**config.mk**
```make
export PLATFORM = sky130hd
export DESIGN_NAME = led_flow_ctrl_flat
export DESIGN_NICKNAME = d
export VERILOG_FILES = /design/src/rtl/led_flow_ctrl_if.sv /design/src/rtl/led_flow_ctrl.sv /design/src/flat_wrapper.sv
export SDC_FILE = /design/constraint.sdc
export NUM_CORES = 1
export LEC_CHECK = 0
export ABC_AREA = 1
export BUFFER_PORTS_ARGS = -buffer_cell sky130_fd_sc_hd__buf_4
export CORE_MARGIN = 2
export CORE_UTILIZATION = 40
export CTS_CLUSTER_SIZE = 16
export DETAILED_ROUTE_END_ITERATION = 10
export MAX_ROUTING_LAYER = met4
export PLACE_DENSITY = 0.75
export RECOVER_POWER = 100
export SETUP_SLACK_MARGIN = 0.2
export SLEW_MARGIN = 20
export SYNTH_ARGS = -nofsm -noshare
export SYNTH_HDL_FRONTEND = slang
export SYNTH_SLANG_ARGS = --single-unit
```
**constraint.sdc**
```tcl
create_clock -name clk200m -period 1.25 [get_ports clk200m]
set_input_delay 0.0625 -clock clk200m [delete_from_list [all_inputs] [get_ports clk200m]]
set_output_delay 0.0625 -clock clk200m [all_outputs]
set_load 0.05 [all_outputs]
```
**src/rtl/led_flow_ctrl_if.sv**
```systemverilog
// Bundle between the LED chaser and its surroundings: divider count and switch
// controls in, LED pattern and strobes out. Optional PAUSE_BTN_EN adds the pause button.
interface led_flow_ctrl_if #(
  parameter int N_LED = 8
);
  // step is the only qualifier: led and wrap are new in the cycle step=1 and there
  // is no ready, so the consumer must take each step in the cycle it is presented.
  logic [31:0]      clkdiv;
  logic             en;
  logic [1:0]       speed;
  logic [1:0]       mode;
  logic [N_LED-1:0] led;
  logic             step;
  logic             wrap;
  logic [0:0]       dbg_state;
`ifdef PAUSE_BTN_EN
  logic             pause_btn;
  logic             dbg_paused;

  modport master (output clkdiv, en, speed, mode, pause_btn,
                  input  led, step, wrap, dbg_state, dbg_paused);
  modport slave  (input  clkdiv, en, speed, mode, pause_btn,
                  output led, step, wrap, dbg_state, dbg_paused);
`else
  modport master (output clkdiv, en, speed, mode,
                  input  led, step, wrap, dbg_state);
  modport slave  (input  clkdiv, en, speed, mode,
                  output led, step, wrap, dbg_state);
`endif
endinterface

```
**src/rtl/led_flow_ctrl.sv**
```systemverilog
// LED chaser: edge-detects a selectable clkdiv tap into step strobes and advances an
// N_LED pattern in one of four modes. Define PAUSE_BTN_EN for the debounced pause button.
module led_flow_ctrl #(
  parameter int N_LED    = 8,
  parameter int TAP_BASE = 22,
  parameter int DB_CNT_W = 20
) (
  input  logic         clk200m,
  input  logic         rst,
  led_flow_ctrl_if.slave bus
);

  localparam logic [0:0] S_LOAD = 1'b0;
  localparam logic [0:0] S_RUN  = 1'b1;

  localparam logic [1:0] M_SHL  = 2'b00;
  localparam logic [1:0] M_SHR  = 2'b01;
  localparam logic [1:0] M_PP   = 2'b10;
  localparam logic [1:0] M_FILL = 2'b11;

  logic [0:0]       state;
  logic [1:0]       speed_q;
  logic [1:0]       mode_q;
  logic             tap_d;
  logic             dir;      // 1 = moving toward the MSB (pingpong only)
  logic             paused;
  logic [N_LED-1:0] led_q;
  logic             step_q;
  logic             wrap_q;

  logic [4:0]       tap_idx;
  logic [4:0]       tap_idx_new;
  logic             tap;
  logic             tap_new;
  logic             speed_chg;
  logic             step_int;
  logic [N_LED-1:0] led_nxt;
  logic [N_LED-1:0] led_load;
  logic             wrap_nxt;
  logic             dir_nxt;

  assign tap_idx     = 5'(TAP_BASE) + {3'b000, speed_q};
  assign tap_idx_new = 5'(TAP_BASE) + {3'b000, bus.speed};
  assign tap         = bus.clkdiv[tap_idx];
  assign tap_new     = bus.clkdiv[tap_idx_new];
  assign speed_chg   = (bus.speed != speed_q);

  // A speed change retargets the edge detector, so the old tap_d is meaningless this cycle.
  assign step_int = tap & ~tap_d & bus.en & ~paused & (state == S_RUN) & ~speed_chg;

  always_comb begin
    led_nxt  = led_q;
    wrap_nxt = 1'b0;
    dir_nxt  = dir;
    case (mode_q)
      M_SHL: begin
        led_nxt  = {led_q[N_LED-2:0], led_q[N_LED-1]};
        wrap_nxt = led_q[N_LED-1];
      end
      M_SHR: begin
        led_nxt  = {led_q[0], led_q[N_LED-1:1]};
        wrap_nxt = led_q[0];
      end
      M_PP: begin
        if (dir) begin
          led_nxt = {led_q[N_LED-2:0], 1'b0};
          if (led_nxt[N_LED-1]) dir_nxt = 1'b0;
        end else begin
          led_nxt = {1'b0, led_q[N_LED-1:1]};
          if (led_nxt[0]) begin
            dir_nxt  = 1'b1;
            wrap_nxt = 1'b1;
          end
        end
      end
      default: begin
        if (&led_q) begin
          led_nxt  = '0;
          wrap_nxt = 1'b1;
        end else begin
          led_nxt = {led_q[N_LED-2:0], 1'b1};
        end
      end
    endcase
  end

  always_comb begin
    led_load = '0;
    case (bus.mode)
      M_SHR:   led_load = {1'b1, {(N_LED-1){1'b0}}};
      M_FILL:  led_load = '0;
      default: led_load = {{(N_LED-1){1'b0}}, 1'b1};
    endcase
  end

  always_ff @(posedge clk200m or posedge rst) begin
    if (rst) begin
      state   <= S_LOAD;
      speed_q <= 2'b00;
      mode_q  <= 2'b00;
      tap_d   <= 1'b0;
      dir     <= 1'b1;
      led_q   <= '0;
      step_q  <= 1'b0;
      wrap_q  <= 1'b0;
    end else begin
      step_q  <= 1'b0;
      wrap_q  <= 1'b0;
      speed_q <= bus.speed;
      tap_d   <= speed_chg ? tap_new : tap;
      case (state)
        S_LOAD: begin
          led_q  <= led_load;
          dir    <= 1'b1;
          mode_q <= bus.mode;
          state  <= S_RUN;
        end
        S_RUN: begin
          if (bus.mode != mode_q) begin
            mode_q <= bus.mode;
            state  <= S_LOAD;
          end else if (step_int) begin
            led_q  <= led_nxt;
            dir    <= dir_nxt;
            step_q <= 1'b1;
            wrap_q <= wrap_nxt;
          end
        end
        default: state <= S_LOAD;
      endcase
    end
  end

  assign bus.led       = led_q;
  assign bus.step      = step_q;
  assign bus.wrap      = wrap_q;
  assign bus.dbg_state = state;

`ifdef PAUSE_BTN_EN
  logic [1:0]          pb_sync;
  logic                pb_prev;
  logic                pb_level;
  logic                pb_level_d;
  logic [DB_CNT_W-1:0] db_cnt;

  // The level is only accepted after the synchronized input has held still for a full count.
  always_ff @(posedge clk200m or posedge rst) begin
    if (rst) begin
      pb_sync    <= 2'b00;
      pb_prev    <= 1'b0;
      pb_level   <= 1'b0;
      pb_level_d <= 1'b0;
      db_cnt     <= '0;
      paused     <= 1'b0;
    end else begin
      pb_sync    <= {pb_sync[0], bus.pause_btn};
      pb_prev    <= pb_sync[1];
      pb_level_d <= pb_level;
      if (pb_sync[1] != pb_prev) begin
        db_cnt <= '0;
      end else if (~&db_cnt) begin
        db_cnt <= db_cnt + 1'b1;
      end else begin
        pb_level <= pb_prev;
      end
      if (pb_level & ~pb_level_d) paused <= ~paused;
    end
  end

  assign bus.dbg_paused = paused;
`else
  localparam int UNUSED_DB_CNT_W = DB_CNT_W;
  assign paused = 1'b0;
`endif

endmodule

```
**src/flat_wrapper.sv**
```systemverilog
// flat-port wrapper written by rule: the top's interface ports become plain ports
module led_flow_ctrl_flat 
#(
  parameter int N_LED    = 8,
  parameter int TAP_BASE = 22,
  parameter int DB_CNT_W = 20
)
  (clk200m, rst, bus_clkdiv, bus_en, bus_speed, bus_mode, bus_led, bus_step, bus_wrap, bus_dbg_state);
  led_flow_ctrl_if #(.N_LED(N_LED)) bus_i ();
  input  logic clk200m;
  input  logic rst;
  input wire logic [$bits(bus_i.clkdiv)-1:0] bus_clkdiv;
  input wire logic [$bits(bus_i.en)-1:0] bus_en;
  input wire logic [$bits(bus_i.speed)-1:0] bus_speed;
  input wire logic [$bits(bus_i.mode)-1:0] bus_mode;
  output wire logic [$bits(bus_i.led)-1:0] bus_led;
  output wire logic [$bits(bus_i.step)-1:0] bus_step;
  output wire logic [$bits(bus_i.wrap)-1:0] bus_wrap;
  output wire logic [$bits(bus_i.dbg_state)-1:0] bus_dbg_state;
  assign bus_i.clkdiv = bus_clkdiv;
  assign bus_i.en = bus_en;
  assign bus_i.speed = bus_speed;
  assign bus_i.mode = bus_mode;
  assign bus_led = bus_i.led;
  assign bus_step = bus_i.step;
  assign bus_wrap = bus_i.wrap;
  assign bus_dbg_state = bus_i.dbg_state;
  led_flow_ctrl #(.N_LED(N_LED), .TAP_BASE(TAP_BASE), .DB_CNT_W(DB_CNT_W)) u_core (.clk200m(clk200m), .rst(rst), .bus(bus_i));
endmodule
```
==> metrics <==
run status=complete, but fails checks; failing checks=negative setup slack; Ports=50; die height=53.5 um; ys flop type=dfrtp_1; PwrDens=1000 nW/um2; clock transition at the registers of the reported paths=0.10 ns; IO Port Bufs=21; Worst slew margin=0.715; Crit Path Class=register to register; critical path data arrival time=1.52 ns; setup violators final=8; drt pass-1 iters=4; Worst setup EP type=register; row count=17; ANT cells=0; share of post-route cells with drive strength above 1=0.508; DP HPWL=1950 um; Synth top cells by count=41 x nand2_1, 21 x nand3_1, 16 x dfrtp_1, 16 x inv_1, 6 x nor2_1; die area=2860 um2; Post-Place Cells=194; Synth area leaders=dfrtp_1 41%, nand2_1 16%, nand3_1 11%; filler instances=199; H-Tree Depth=1; Starting Density=0.434; Synth area leader=dfrtp_1; number of remaining DRC errors=0; CTS tree=done; Fin. Hold Viols=0; vias=1095; Max VDD drop=902 uV; core area=2250 um2; most frequent cell after synthesis=nand2_1; Final Power=0.00164 W; Seq/Total Area, Yosys=0.436; Cells after Synth=132; Async SR Flop Fraction=1.00; Root Buffer=clkbuf_4; crit path max fanout=7; Worst R2R Setup Slack=-0.08 ns; vias in the first global route=1121; Post-synth EDFFs=0; synthesized area=978 um2; Req. time, crit path=1.44 ns; f_max=754 MHz; first-pass GRT wire length=4670 um; worst setup margin=-0.0771 ns; worst-skew pair later-pin latency=0.30 ns; DR vias/cell=5.14; WL/cell=13.7 um; syn_area_per_cell=7.41 um2; Netlist cell types=23; fin crit share=1.06; initial antenna violation count=0; synth warn=0; Slew Viols, Final=0; min Tclk post-route=1.33 ns; unrepaired setup endpoints after global routing=yes; die width=53.5 um; clk buf depth=2; Leak Pwr=0.809 nW; Seq cells post-synth=17; Mapped Nets=171; clock sink count=17; max-cap violation count=0; Routed Antenna Nets=0; Iteration-0 DRC Markers=45; Setup Skew=0.0129 ns; clock buffer count from CTS=3; final wirelength=2920 um; crit path launch type=register; Final Instance Count excl. Fillers=213; Setup TNS=-0.332 ns; largest net degree at the start of global routing=18; Hold WC Path Type=input pin to register; Synth top area share=0.409; Tot GR Track Use=0.231; worst-margin pin slew=0.428 ns; overflow left after global routing=0; Layout Nets=225; gpl congestion=0.871; area grow syn2layout=67.1%
## registers in the layout, summed over array words and instances, names as in the netlist
name and count:
u_core.dir 1, u_core.bus.wrap 1, u_core.bus.led 8, u_core.mode_q 2, u_core.speed_q 2, u_core.tap_d 1
u_core.bus.dbg_state 1, u_core.bus.step 1
## what timing repair did
action / in CTS / in global routing
pin swaps: 9 / 14
gates resized for setup: 38 / 28
gates cloned: 0 / 1
setup buffers: 5 / 4
endpoints found under the setup margin: 20 / 20
hold buffers: 5 / 0
endpoints found under the hold margin: 20 / 0
## worst paths after layout
path,cells after the start,endpoint,startpoint
worst max-delay path,7,u_core.bus.led[4]$_DFFE_PP0P_,u_core.mode_q[1]$_DFFE_PP0P_
worst min register to register,2,u_core.dir$_DFFE_PP1P_,u_core.dir$_DFFE_PP1P_
worst min-delay path,3,u_core.tap_d$_DFF_PP0_,bus_clkdiv[25]
min in group asynchronous,4,u_core.bus.led[2]$_DFFE_PP0P_,rst
worst max register to register,7,u_core.bus.led[4]$_DFFE_PP0P_,u_core.mode_q[1]$_DFFE_PP0P_
max in group asynchronous,4,u_core.dir$_DFFE_PP1P_,rst
## layout make-up
class                   instances  area [um2]  share of cell area
multi-input cells              93         601               0.367
clock buffers                   3        22.5              0.0138
flip-flops and latches         17         438               0.268
inverters                      19        83.8              0.0513
repair inverters                1        6.26             0.00383
repair buffers                 51         444               0.272
clock inverters                 1        5.00             0.00306
well taps                      28        35.0              0.0214
## stage by stage
| stage | hold slack [ns] | worst slack, ns | area [um2] | utilization |
|---|---|---|---|---|
| 2_1_floorplan | -0.0128 | -0.141 | 1020 | - |
| 3_3_place_gp | 0.0898 | -0.0830 | 1320 | 0.584 |
| 3_5_place_dp | 0.0930 | -0.118 | 1320 | 0.584 |
| 4_1_cts | 0.0249 | -0.0392 | 1570 | 0.696 |
| 5_1_grt | 0.0525 | -0.154 | 1640 | 0.725 |
| 6_report | 0.0266 | -0.0771 | 1640 | 0.725 |
## layer usage
metal	track usage	share of wire	wire [um]	vias to the layer above
met5	-	0	0	-
met4	0.0470	0.0096	28	0
met3	0.0452	0.048	139	4
met2	0.449	0.57	1670	38
met1	0.237	0.37	1080	525
li1	-	-	-	528
## critical path, stage by stage, from the launching register on
cell,delay (ns)
dfrtp_1,0.41
xnor2_2,0.13
buf_4,0.14
nand3_4,0.11
nor2_8,0.19
clkinv_4,0.11
nand3_1,0.07
o21ai_1,0.07
## power breakdown
group | total [W] | internal (W) | leakage [nW] | switching (W)
Sequential | 0.000633 | 0.000598 | 0.204 | 0.0000355
Clock | 0.000292 | 0.000119 | 0.0177 | 0.000173
Combinational | 0.000713 | 0.000313 | 0.588 | 0.000400
## placed cells by master, fill, tap and decap left out, types with 3 or more instances in the layout
master | netlist | routed
nand2_1 | 41 | 28
buf_4 | 0 | 19
nand3_1 | 21 | 16
inv_1 | 16 | 13
nand2_2 | 1 | 10
clkbuf_4 | 0 | 10
buf_6 | 1 | 10
dfrtp_2 | 0 | 9
dfrtp_1 | 16 | 7
dlygate4sd3_1 | 0 | 5
inv_4 | 0 | 4
nand2_4 | 0 | 4
a21oi_1 | 4 | 4
nor2_1 | 6 | 4
nand3_2 | 1 | 4
buf_8 | 0 | 4
o21ai_1 | 4 | 3
o21ai_0 | 3 | 3
clkbuf_1 | 2 | 3
clkbuf_2 | 0 | 3
## kinds of logic after synthesis
| logic type | count (synthesis) | synth area share |
|---|---|---|
| xor gates and xnor gates | 2 | 0.0179 |
| AOI/OAI and AO/OA | 17 | 0.107 |
| DFF | 17 | 0.436 |
| and+or+nand+nor | 74 | 0.341 |
| buffers and inverters | 22 | 0.0972 |
Power figures use the tool's default switching activity.
